File: config.mk
export PLATFORM = sky130hd
export DESIGN_NAME = mem_copy_engine
export DESIGN_NICKNAME = d
export VERILOG_FILES = /design/src/rtl/mem_copy_engine.sv
export SDC_FILE = /design/constraint.sdc
export NUM_CORES = 1
export LEC_CHECK = 0
export ABC_AREA = 1
export CORE_UTILIZATION = 52
export DETAILED_ROUTE_END_ITERATION = 8
export PLACE_DENSITY_LB_ADDON = 0.08
export REMOVE_ABC_BUFFERS = 1
export SKIP_CTS_REPAIR_TIMING = 1
export SYNTH_ARGS = -nofsm -noshare
export SYNTH_HDL_FRONTEND = slang
export SYNTH_SLANG_ARGS = --single-unit
File: constraint.sdc
create_clock -name clk -period 5.4 [get_ports clk]
set_input_delay 0.81 -clock clk [delete_from_list [all_inputs] [get_ports clk]]
set_output_delay 0.81 -clock clk [all_outputs]
set_load 0.1 [all_outputs]
File: src/rtl/mem_copy_engine.sv
// Memory-to-memory word copy engine.
// Copies `length` words from src_addr upward to dst_addr upward through a
// single-port data memory with one cycle of registered read latency.
// Each word takes three cycles: read request, read data capture, write.
module mem_copy_engine #(
    parameter int ADDR_W = 20,
    parameter int DATA_W = 20
) (
    input  logic              clk,
    input  logic              reset,
    input  logic              start,
    input  logic [ADDR_W-1:0] src_addr,
    input  logic [ADDR_W-1:0] dst_addr,
    input  logic [5:0]        length,
    output logic              busy,
    output logic              done,
    output logic              error,
    output logic [ADDR_W-1:0] mem_address,
    output logic [DATA_W-1:0] mem_writeData,
    output logic              mem_memwrite,
    output logic              mem_memread,
    output logic              mem_memtoreg,
    input  logic [DATA_W-1:0] mem_readData
);

    typedef enum logic [2:0] {
        S_IDLE = 3'd0,
        S_RD   = 3'd1,
        S_LAT  = 3'd2,
        S_WR   = 3'd3,
        S_FIN  = 3'd4
    } state_t;

    localparam logic [5:0] MAX_LEN = 6'd32;

    state_t            state_reg;
    state_t            state_next;
    logic [ADDR_W-1:0] src_reg;
    logic [ADDR_W-1:0] dst_reg;
    logic [5:0]        len_reg;
    logic [5:0]        idx_reg;
    logic [DATA_W-1:0] buf_reg;
    logic              error_reg;

    logic              len_zero;
    logic              len_legal;
    logic              len_illegal;
    logic              last_word;
    logic [ADDR_W-1:0] src_word_addr;
    logic [ADDR_W-1:0] dst_word_addr;

    // Length classification and per-word address arithmetic (wraps modulo 2^ADDR_W)
    assign len_zero      = (length == 6'd0);
    assign len_illegal   = (length > MAX_LEN);
    assign len_legal     = !len_zero && !len_illegal;
    assign last_word     = ((idx_reg + 6'd1) >= len_reg);
    assign src_word_addr = src_reg + ADDR_W'(idx_reg);
    assign dst_word_addr = dst_reg + ADDR_W'(idx_reg);

    // State register
    always_ff @(posedge clk) begin
        if (reset) begin
            state_reg <= S_IDLE;
        end else begin
            state_reg <= state_next;
        end
    end

    // Next-state logic; start is only looked at in IDLE
    always_comb begin
        state_next = state_reg;
        case (state_reg)
            S_IDLE: begin
                if (start) begin
                    if (len_zero) begin
                        state_next = S_FIN;
                    end else if (len_legal) begin
                        state_next = S_RD;
                    end
                end
            end
            S_RD:    state_next = S_LAT;
            S_LAT:   state_next = S_WR;
            S_WR:    state_next = last_word ? S_FIN : S_RD;
            S_FIN:   state_next = S_IDLE;
            default: state_next = S_IDLE;
        endcase
    end

    // Datapath: latch request parameters, capture read data, advance word index
    always_ff @(posedge clk) begin
        if (reset) begin
            src_reg   <= '0;
            dst_reg   <= '0;
            len_reg   <= '0;
            idx_reg   <= '0;
            buf_reg   <= '0;
            error_reg <= 1'b0;
        end else begin
            error_reg <= (state_reg == S_IDLE) && start && len_illegal;
            case (state_reg)
                S_IDLE: begin
                    if (start && len_legal) begin
                        src_reg <= src_addr;
                        dst_reg <= dst_addr;
                        len_reg <= length;
                        idx_reg <= '0;
                    end
                end
                S_LAT: begin
                    buf_reg <= mem_readData;
                end
                S_WR: begin
                    if (!last_word) begin
                        idx_reg <= idx_reg + 6'd1;
                    end
                end
                default: begin
                end
            endcase
        end
    end

    // Outputs decoded from state; address and write data are zero when not copying
    always_comb begin
        busy          = 1'b0;
        done          = 1'b0;
        mem_address   = '0;
        mem_writeData = '0;
        mem_memwrite  = 1'b0;
        mem_memread   = 1'b0;
        mem_memtoreg  = 1'b0;
        case (state_reg)
            S_RD: begin
                busy         = 1'b1;
                mem_memread  = 1'b1;
                mem_memtoreg = 1'b1;
                mem_address  = src_word_addr;
            end
            S_LAT: begin
                busy         = 1'b1;
                mem_memtoreg = 1'b1;
                mem_address  = src_word_addr;
            end
            S_WR: begin
                busy          = 1'b1;
                mem_memtoreg  = 1'b1;
                mem_memwrite  = 1'b1;
                mem_address   = dst_word_addr;
                mem_writeData = buf_reg;
            end
            S_FIN: begin
                done = 1'b1;
            end
            default: begin
            end
        endcase
    end

    assign error = error_reg;

endmodule

==> results of run 1 <==
-- power by group --
group          switching (uW)  internal [uW]
Clock                     210            226
Combinational             413            178
Sequential               27.6            633
-- logic make-up after synthesis --
family                     Yosys count  synth area share (%)
DFF                                 76                  37.0
adders and majority gates           15                  4.74
buffers and inverters              112                  11.0
AOI/OAI and AO/OA                  164                  20.7
and+or+nand+nor                    261                  25.5
xor gates and xnor gates             5                  1.06
-- routing by layer --
layer	vias to the layer above	wire, um	track usage, %
met5	-	0	0
met4	0	228	10.8
met3	18	696	5.86
met2	134	4670	42.8
met1	1853	4590	31.3
li1	2210	-	-
-- cell usage in the layout, fill, tap and decap left out, drive strengths merged, types with 3 or more instances in the layout --
| cell type | netlist | layout |
|---|---|---|
| dfxtp | 76 | 76 |
| nand3 | 18 | 18 |
| inv | 81 | 81 |
| buf | 13 | 25 |
| nand2 | 114 | 114 |
| clkdlybuf4s50 | 0 | 95 |
| xor2 | 4 | 4 |
| clkinv | 0 | 3 |
| ha | 14 | 14 |
| o21ai | 89 | 89 |
| a21oi | 68 | 68 |
| clkbuf | 18 | 12 |
| nor2 | 122 | 122 |
-- synthesized netlist by cell type --
| library cell | instances |
|---|---|
| sky130_fd_sc_hd__a21boi_0 | 1 |
| sky130_fd_sc_hd__buf_4 | 2 |
| sky130_fd_sc_hd__nor2_1 | 119 |
| sky130_fd_sc_hd__nand2_2 | 1 |
| sky130_fd_sc_hd__inv_1 | 78 |
| sky130_fd_sc_hd__nor3_1 | 2 |
| sky130_fd_sc_hd__clkbuf_1 | 18 |
| sky130_fd_sc_hd__buf_6 | 2 |
| sky130_fd_sc_hd__a31oi_1 | 2 |
| sky130_fd_sc_hd__or2_1 | 1 |
| sky130_fd_sc_hd__ha_1 | 14 |
| sky130_fd_sc_hd__nand2_1 | 113 |
| sky130_fd_sc_hd__a21oi_1 | 67 |
| sky130_fd_sc_hd__buf_1 | 1 |
| sky130_fd_sc_hd__inv_2 | 3 |
| sky130_fd_sc_hd__o21ai_1 | 11 |
| sky130_fd_sc_hd__xor2_1 | 4 |
| sky130_fd_sc_hd__xnor2_1 | 1 |
| sky130_fd_sc_hd__o21a_1 | 2 |
| sky130_fd_sc_hd__a21boi_1 | 1 |
| sky130_fd_sc_hd__o21ai_2 | 1 |
| sky130_fd_sc_hd__nand3_4 | 1 |
| sky130_fd_sc_hd__nor4_1 | 1 |
| sky130_fd_sc_hd__o21bai_1 | 1 |
| sky130_fd_sc_hd__nor2_2 | 2 |
| sky130_fd_sc_hd__a21oi_4 | 1 |
| sky130_fd_sc_hd__nand3_1 | 16 |
| sky130_fd_sc_hd__fa_1 | 1 |
| sky130_fd_sc_hd__o21ai_0 | 77 |
| sky130_fd_sc_hd__nand4_1 | 2 |
| sky130_fd_sc_hd__nand3_2 | 1 |
| sky130_fd_sc_hd__dfxtp_1 | 76 |
| sky130_fd_sc_hd__nor2_4 | 1 |
| sky130_fd_sc_hd__nand3b_1 | 1 |
| sky130_fd_sc_hd__buf_2 | 8 |
-- how the worst max path moves through the flow --
stage / from / to / slack (ns)
2_1_floorplan: state_reg[2]$_SDFFE_PP0P_ / mem_address[2] / -0.41
3_3_place_gp: state_reg[1]$_SDFFE_PP0P_ / mem_address[16] / 1.67
3_5_place_dp: state_reg[1]$_SDFFE_PP0P_ / mem_address[16] / 1.50
4_1_cts: state_reg[1]$_SDFFE_PP0P_ / mem_address[16] / 1.12
5_1_grt: state_reg[1]$_SDFFE_PP0P_ / mem_address[16] / 0.79
6_report: state_reg[1]$_SDFFE_PP0P_ / mem_address[16] / 1.11
-- cell type report --
cell class,count,area share (%)
multi-input combinational,445,39.6
sequential,76,28.0
timing repair buffer,120,20.9
inverter,81,5.59
clock buffer,12,2.67
tap,102,2.35
clock inverter,4,0.898
-- critical path: cells and delay by family (launching register included) --
| kind | cells | cell delay, ns |
|---|---|---|
| and+or+nand+nor | 12 | 1.71 |
| adders and majority gates | 2 | 0.54 |
| buffers and inverters | 3 | 0.47 |
| DFF | 1 | 0.40 |
-- stage by stage --
step	worst slack, ns	cells	TNS, ns	cell area, sq um
after floorplan	-0.415	602	-0.415	3970
after global placement	1.67	824	0	5240
after detailed placement	1.50	824	0	5240
after CTS	1.12	840	0	5440
after global routing	0.790	840	0	5440
final	1.11	840	0	5440
==> results.yml, run 1 <==
status:
  result_of_the_run: "finished, final reports clean"
route:
  drc: 0
  detail_route.wl_per_cell_um: 12.1
  drt_pre_antenna_iters: 4
  num_vias: 4215
  via_per_inst: 5.02
  final_antenna_net_count: 0
  drt_wl_total_mm: 10.2
  detail_route.iter0.violations: 206
yosys:
  ys_ff_latch: 76
  synth-warning-count: 0
  syn-mean-instance-area_sq_um: 6.50
  synth.cell_area_sq_um: 4120
  synth.yosys.seq_area_share_pct: 37.0
  synth_top_cell_area_share_pct: 37.0
  synth.largest_area_cell: "sky130_fd_sc_hd__dfxtp_1"
  synthCells: 633
  synth_cell_type_count: 35
  synth_area_leaders: "sky130_fd_sc_hd__dfxtp_1 37%, sky130_fd_sc_hd__nor2_1 11%, sky130_fd_sc_hd__nand2_1 10%, sky130_fd_sc_hd__o21ai_0 9.4%, sky130_fd_sc_hd__a21oi_1 8.1%"
pwr:
  maximum_vdd_drop_uv: 193
  totalPowerFinal_uw: 1690
  pwr_density_cell_nw_per_um2: 311
  total_leakage_power_uw: 0.00225
die:
  die_area_sq_um: 8270
  fp.dieH_um: 91.0
  io_pins: 115
  placement_rows: 32
  starting_density_of_the_core_pct: 53.5
  core_region_area_sq_um: 7690
  die_w_um: 91.0
critical_path:
  timing.reg2reg.worst_path_depth: 5
  worst-setup-path-type: "register to primary output"
  cp_peak_stage_delay_ns: 0.52
  critPathSlowestCell: "sky130_fd_sc_hd__nor2_4"
  ff2ff_setup_slack_ns: 2.84
  worstReg2RegStart: "state_reg[0]$_SDFFE_PP0P_"
  start_kind: "register"
  worstPathMaxFanout: 25
  worst_path_most_repeated_cell: "sky130_fd_sc_hd__nand2_1"
  critical_path.cell_chain: "nand2_1, nor2_4, nand2_1, nand2_1, ha_1, inv_1, fa_1, inv_1, nand4_1, nand3_1, nand2_1, nor2_2, nand2_1, nand2_1, nand2_1, nor2_1, buf_4"
  reg2reg_capture_point: "dst_reg[14]$_SDFFE_PP0P_"
  arrival_time_of_data_at_the_critical_path_endpoint_ns: 3.48
  end_kind: "primary output"
  timing.critical_path.required_ns: 4.59
cts:
  clock_latency_ns: 0.35
  clockBufferDepth: 2
  cts-buffers-inserted: 9
  sink_count_of_the_clock_tree: 76
  root_buffer: "sky130_fd_sc_hd__clkbuf_8"
  tritoncts_clock_tree: "yes"
  htree_num_levels: 3
  worst_setup_hold_path_clk_slew_ns: 0.07
hold_path:
  hold_depth: 2
  min_from: "buf_reg[14]$_SDFFE_PP0P_"
  worstHoldPathType: "register to register"
  hold_path_end: "buf_reg[14]$_SDFFE_PP0P_"
final_layout:
  sequential_cell_area_sq_um: 1520
  fillCellCount: 678
  fraction_of_final_layout_cells_sized_beyond_drive_strength_1_pct: 7.05
  diodes: 0
  fin_util_pct: 70.7
  final_nets: 817
  multiInputGateArea_sq_um: 2150
  syn2layout_area_growth_pct: 32.1
timing:
  worst_max_slew_margin_expressed_relative_to_the_limit_pct: 23.9
  report.final.slew_viol_count: 0
  rsz0062_at_grt: "false"
  fin_crit_sh_pct: 79.5
  clock.fmax_mhz: 233
  setup_violations: 0
  worst_pin_slew_ns: 1.14
  final_hold_violation_count: 0
  finalHoldWorstSlack_ns: 0.457
  period_minus_slack_ns: 4.29
  clock_skew_ns: 0.00569
global_route:
  grt.overflow.total: 0
  grt_pass1_vias: 3968
  antenna_violations_before_repair: 0
  grt_util_all_layers_pct: 25.5
  grt_start_max_net_pins: 71
  wire_length_of_the_first_global_routing_pass_mm: 17.2
placement:
  globalplace.congestion: 0.880
  place.port_buffers: 114
  hpwl_mm: 7.25
job:
  maxCapViolCount: 0
No activity file was read; power rests on OpenSTA's default activity.
==> run 2: changes to the inputs <==
--- a/config.mk
+++ b/config.mk
@@ -6,7 +6,7 @@
 export NUM_CORES = 1
 export LEC_CHECK = 0
 export ABC_AREA = 1
-export CORE_UTILIZATION = 52
+export CORE_UTILIZATION = 44
 export DETAILED_ROUTE_END_ITERATION = 8
 export PLACE_DENSITY_LB_ADDON = 0.08
 export REMOVE_ABC_BUFFERS = 1
==> constraint.sdc (replaced) <==
create_clock -name clk -period 3.9 [get_ports clk]
set_input_delay 0.585 -clock clk [delete_from_list [all_inputs] [get_ports clk]]
set_output_delay 0.585 -clock clk [all_outputs]
set_load 0.1 [all_outputs]
==> run 2 against run 1 <==
Final area grew 4.9%. Global-route usage shrank 2.4 points. Count of clock-buffer cells in the layout shrank 1. Final cell count grew 1.1%. Sequential share of layout area shrank 1.3 points. Clock skew grew 0.0059 ns. Sequential cell count is the same. Core utilization shrank 6.6 points. Wire length grew 5.7%. Sequential power grew 39%.
==> results.yml, run 2 (synthesis gave the netlist of run 1 again) <==
status:
  result_of_the_run: "finished, final reports clean"
critical_path:
  ff2ff_setup_slack_ns: 1.64
  end_kind: "primary output"
  timing.critical_path.required_ns: 3.31
  critPathSlowestCell: "sky130_fd_sc_hd__fa_1"
  worst_path_most_repeated_cell: "sky130_fd_sc_hd__nand2_1"
  worstPathMaxFanout: 8
  cp_peak_stage_delay_ns: 0.39
  worst-setup-path-type: "register to primary output"
  arrival_time_of_data_at_the_critical_path_endpoint_ns: 3.07
  critical_path.cell_chain: "nand2_1, nor2_4, nand2_1, nand2_1, ha_1, inv_1, fa_1, inv_1, nand4_1, nand3_1, nand2_1, nor2_2, nand2_1, nand2_1, nand2_1, nor2_1, buf_12"
  critical_path.top_delay_family: "simple AND/OR/NAND/NOR gates"
  critical_path_buf_inv_count: 3
  start_kind: "register"
global_route:
  wire_length_of_the_first_global_routing_pass_mm: 18.1
  grt_pass1_vias: 4048
  grt_util_all_layers_pct: 23.1
  antenna_violations_before_repair: 0
  grt_start_max_net_pins: 53
  grt.overflow.total: 0
final_layout:
  layout.cells.most_common: "sky130_fd_sc_hd__nor2_1"
  fillCellCount: 817
  fin_util_pct: 64.2
  diodes: 0
  fraction_of_final_layout_cells_sized_beyond_drive_strength_1_pct: 11.2
  final_nets: 820
  syn2layout_area_growth_pct: 38.6
  commonest_cells_after_routing_fill_and_taps_aside: "118 x sky130_fd_sc_hd__nor2_1, 113 x sky130_fd_sc_hd__nand2_1, 78 x sky130_fd_sc_hd__inv_1, 77 x sky130_fd_sc_hd__o21ai_0, 74 x sky130_fd_sc_hd__dfxtp_1"
route:
  via_per_inst: 5.06
  final_antenna_net_count: 0
  detail_route.wl_per_cell_um: 12.7
  num_vias: 4297
  detail_route.iter0.violations: 164
  drc: 0
  drt_pre_antenna_iters: 5
  drt_wl_total_mm: 10.8
die:
  starting_density_of_the_core_pct: 46.3
  placement_rows: 34
  core_region_area_sq_um: 8890
  fp.dieH_um: 98.7
  die_w_um: 98.7
  io_pins: 115
  die_area_sq_um: 9740
timing:
  setup_violations: 0
  report.final.slew_viol_count: 0
  clock.fmax_mhz: 274
  worst_pin_slew_ns: 0.998
  final.setup.tns_ns: 0
  rsz0062_at_grt: "false"
  fin_crit_sh_pct: 93.7
  clock_skew_ns: 0.0116
  period_minus_slack_ns: 3.66
  worst_max_slew_margin_expressed_relative_to_the_limit_pct: 33.2
  final_hold_violation_count: 0
pwr:
  p_switching_uw: 935
  maximum_vdd_drop_uv: 274
  internal-power_uw: 1610
  power_frac_comb_pct: 34.4
  pwr_density_cell_nw_per_um2: 447
  swShare_pct: 36.7
  seq_power_share_pct: 36.0
  total_leakage_power_uw: 0.00239
  power.share.clock_pct: 29.6
cts:
  cts-buffers-inserted: 9
  worst_setup_hold_path_clk_slew_ns: 0.09
  tritoncts_clock_tree: "yes"
  clockBufferDepth: 2
  root_buffer: "sky130_fd_sc_hd__clkbuf_8"
  htree_num_levels: 3
  clock_latency_ns: 0.35
  sink_count_of_the_clock_tree: 76
placement:
  hpwl_mm: 7.94
  globalplace.congestion: 0.878
  place.port_buffers: 114
hold_path:
  worstHoldPathType: "register to register"
job:
  maxCapViolCount: 0
[run 2: cell count changes in the layout (fill, tap and decap cells not counted), sizes merged]
cell,delta
buf,+27
bufinv,+2
clkbuf,-1
clkdlybuf4s50,-24
clkinv,-2
inv,+1
[run 2: per-stage QoR]
step	worst slack, ns	area [sq um]	total power, uW	std cells	hold WS [ns]
3_3_place_gp	0.683	5440	1790	831	0.440
6_report	0.245	5700	2550	849	0.459
2_1_floorplan	-1.69	3970	1520	602	0.427
5_1_grt	0.0474	5700	2680	849	0.487
3_5_place_dp	0.594	5440	1810	831	0.451
4_1_cts	0.203	5680	2550	847	0.463
[run 2: worst paths after layout]
| check | depth (start not counted) | startpoint | end |
|---|---|---|---|
| setup / recovery | 17 | state_reg[0]$_SDFFE_PP0P_ | mem_address[16] |
| hold / removal | 2 | dst_reg[11]$_SDFFE_PP0P_ | dst_reg[11]$_SDFFE_PP0P_ |
| setup reg to reg | 12 | idx_reg[0]$_SDFFE_PP0P_ | idx_reg[2]$_SDFFE_PP0P_ |
| hold reg to reg | 2 | dst_reg[11]$_SDFFE_PP0P_ | dst_reg[11]$_SDFFE_PP0P_ |
[run 2: cell type report]
type | count | area [sq um] | area share [%]
Clock buffer | 11 | 141 | 2.48
Clock inverter | 5 | 108 | 1.89
Inverter | 81 | 304 | 5.33
Multi-Input combinational cell | 445 | 2150 | 37.7
Sequential cell | 76 | 1520 | 26.7
Tap cell | 108 | 135 | 2.37
Timing Repair Buffer | 123 | 1340 | 23.5
[run 2: metal layers]
metal	vias up	share of wire (%)	GRT usage, %
li1	2217	-	-
met1	1924	45	28.0
met2	139	46	38.9
met3	17	7.7	6.03
met4	0	1.7	9.30
met5	-	0	0
[run 2: worst reg2reg max path: stages, from the launching register on]
cell	delay [ns]
sky130_fd_sc_hd__dfxtp_1	0.45
sky130_fd_sc_hd__ha_1	0.22
sky130_fd_sc_hd__nand2_1	0.06
sky130_fd_sc_hd__nor2_1	0.11
sky130_fd_sc_hd__xor2_1	0.23
sky130_fd_sc_hd__ha_1	0.27
sky130_fd_sc_hd__nand2_1	0.08
sky130_fd_sc_hd__nor2_1	0.05
sky130_fd_sc_hd__o21ai_0	0.16
sky130_fd_sc_hd__nand3_4	0.19
sky130_fd_sc_hd__inv_2	0.14
sky130_fd_sc_hd__nand3_1	0.09
sky130_fd_sc_hd__a21oi_1	0.14
[run 2: power groups by stage]
stage / combinational (uW) / clock [uW] / sequential [uW]
final: 877 / 754 / 917
after global routing: 957 / 795 / 929
after CTS: 875 / 760 / 917
after detailed placement: 872 / 0 / 934
after global placement: 857 / 0 / 931
after floorplan: 591 / 0 / 929
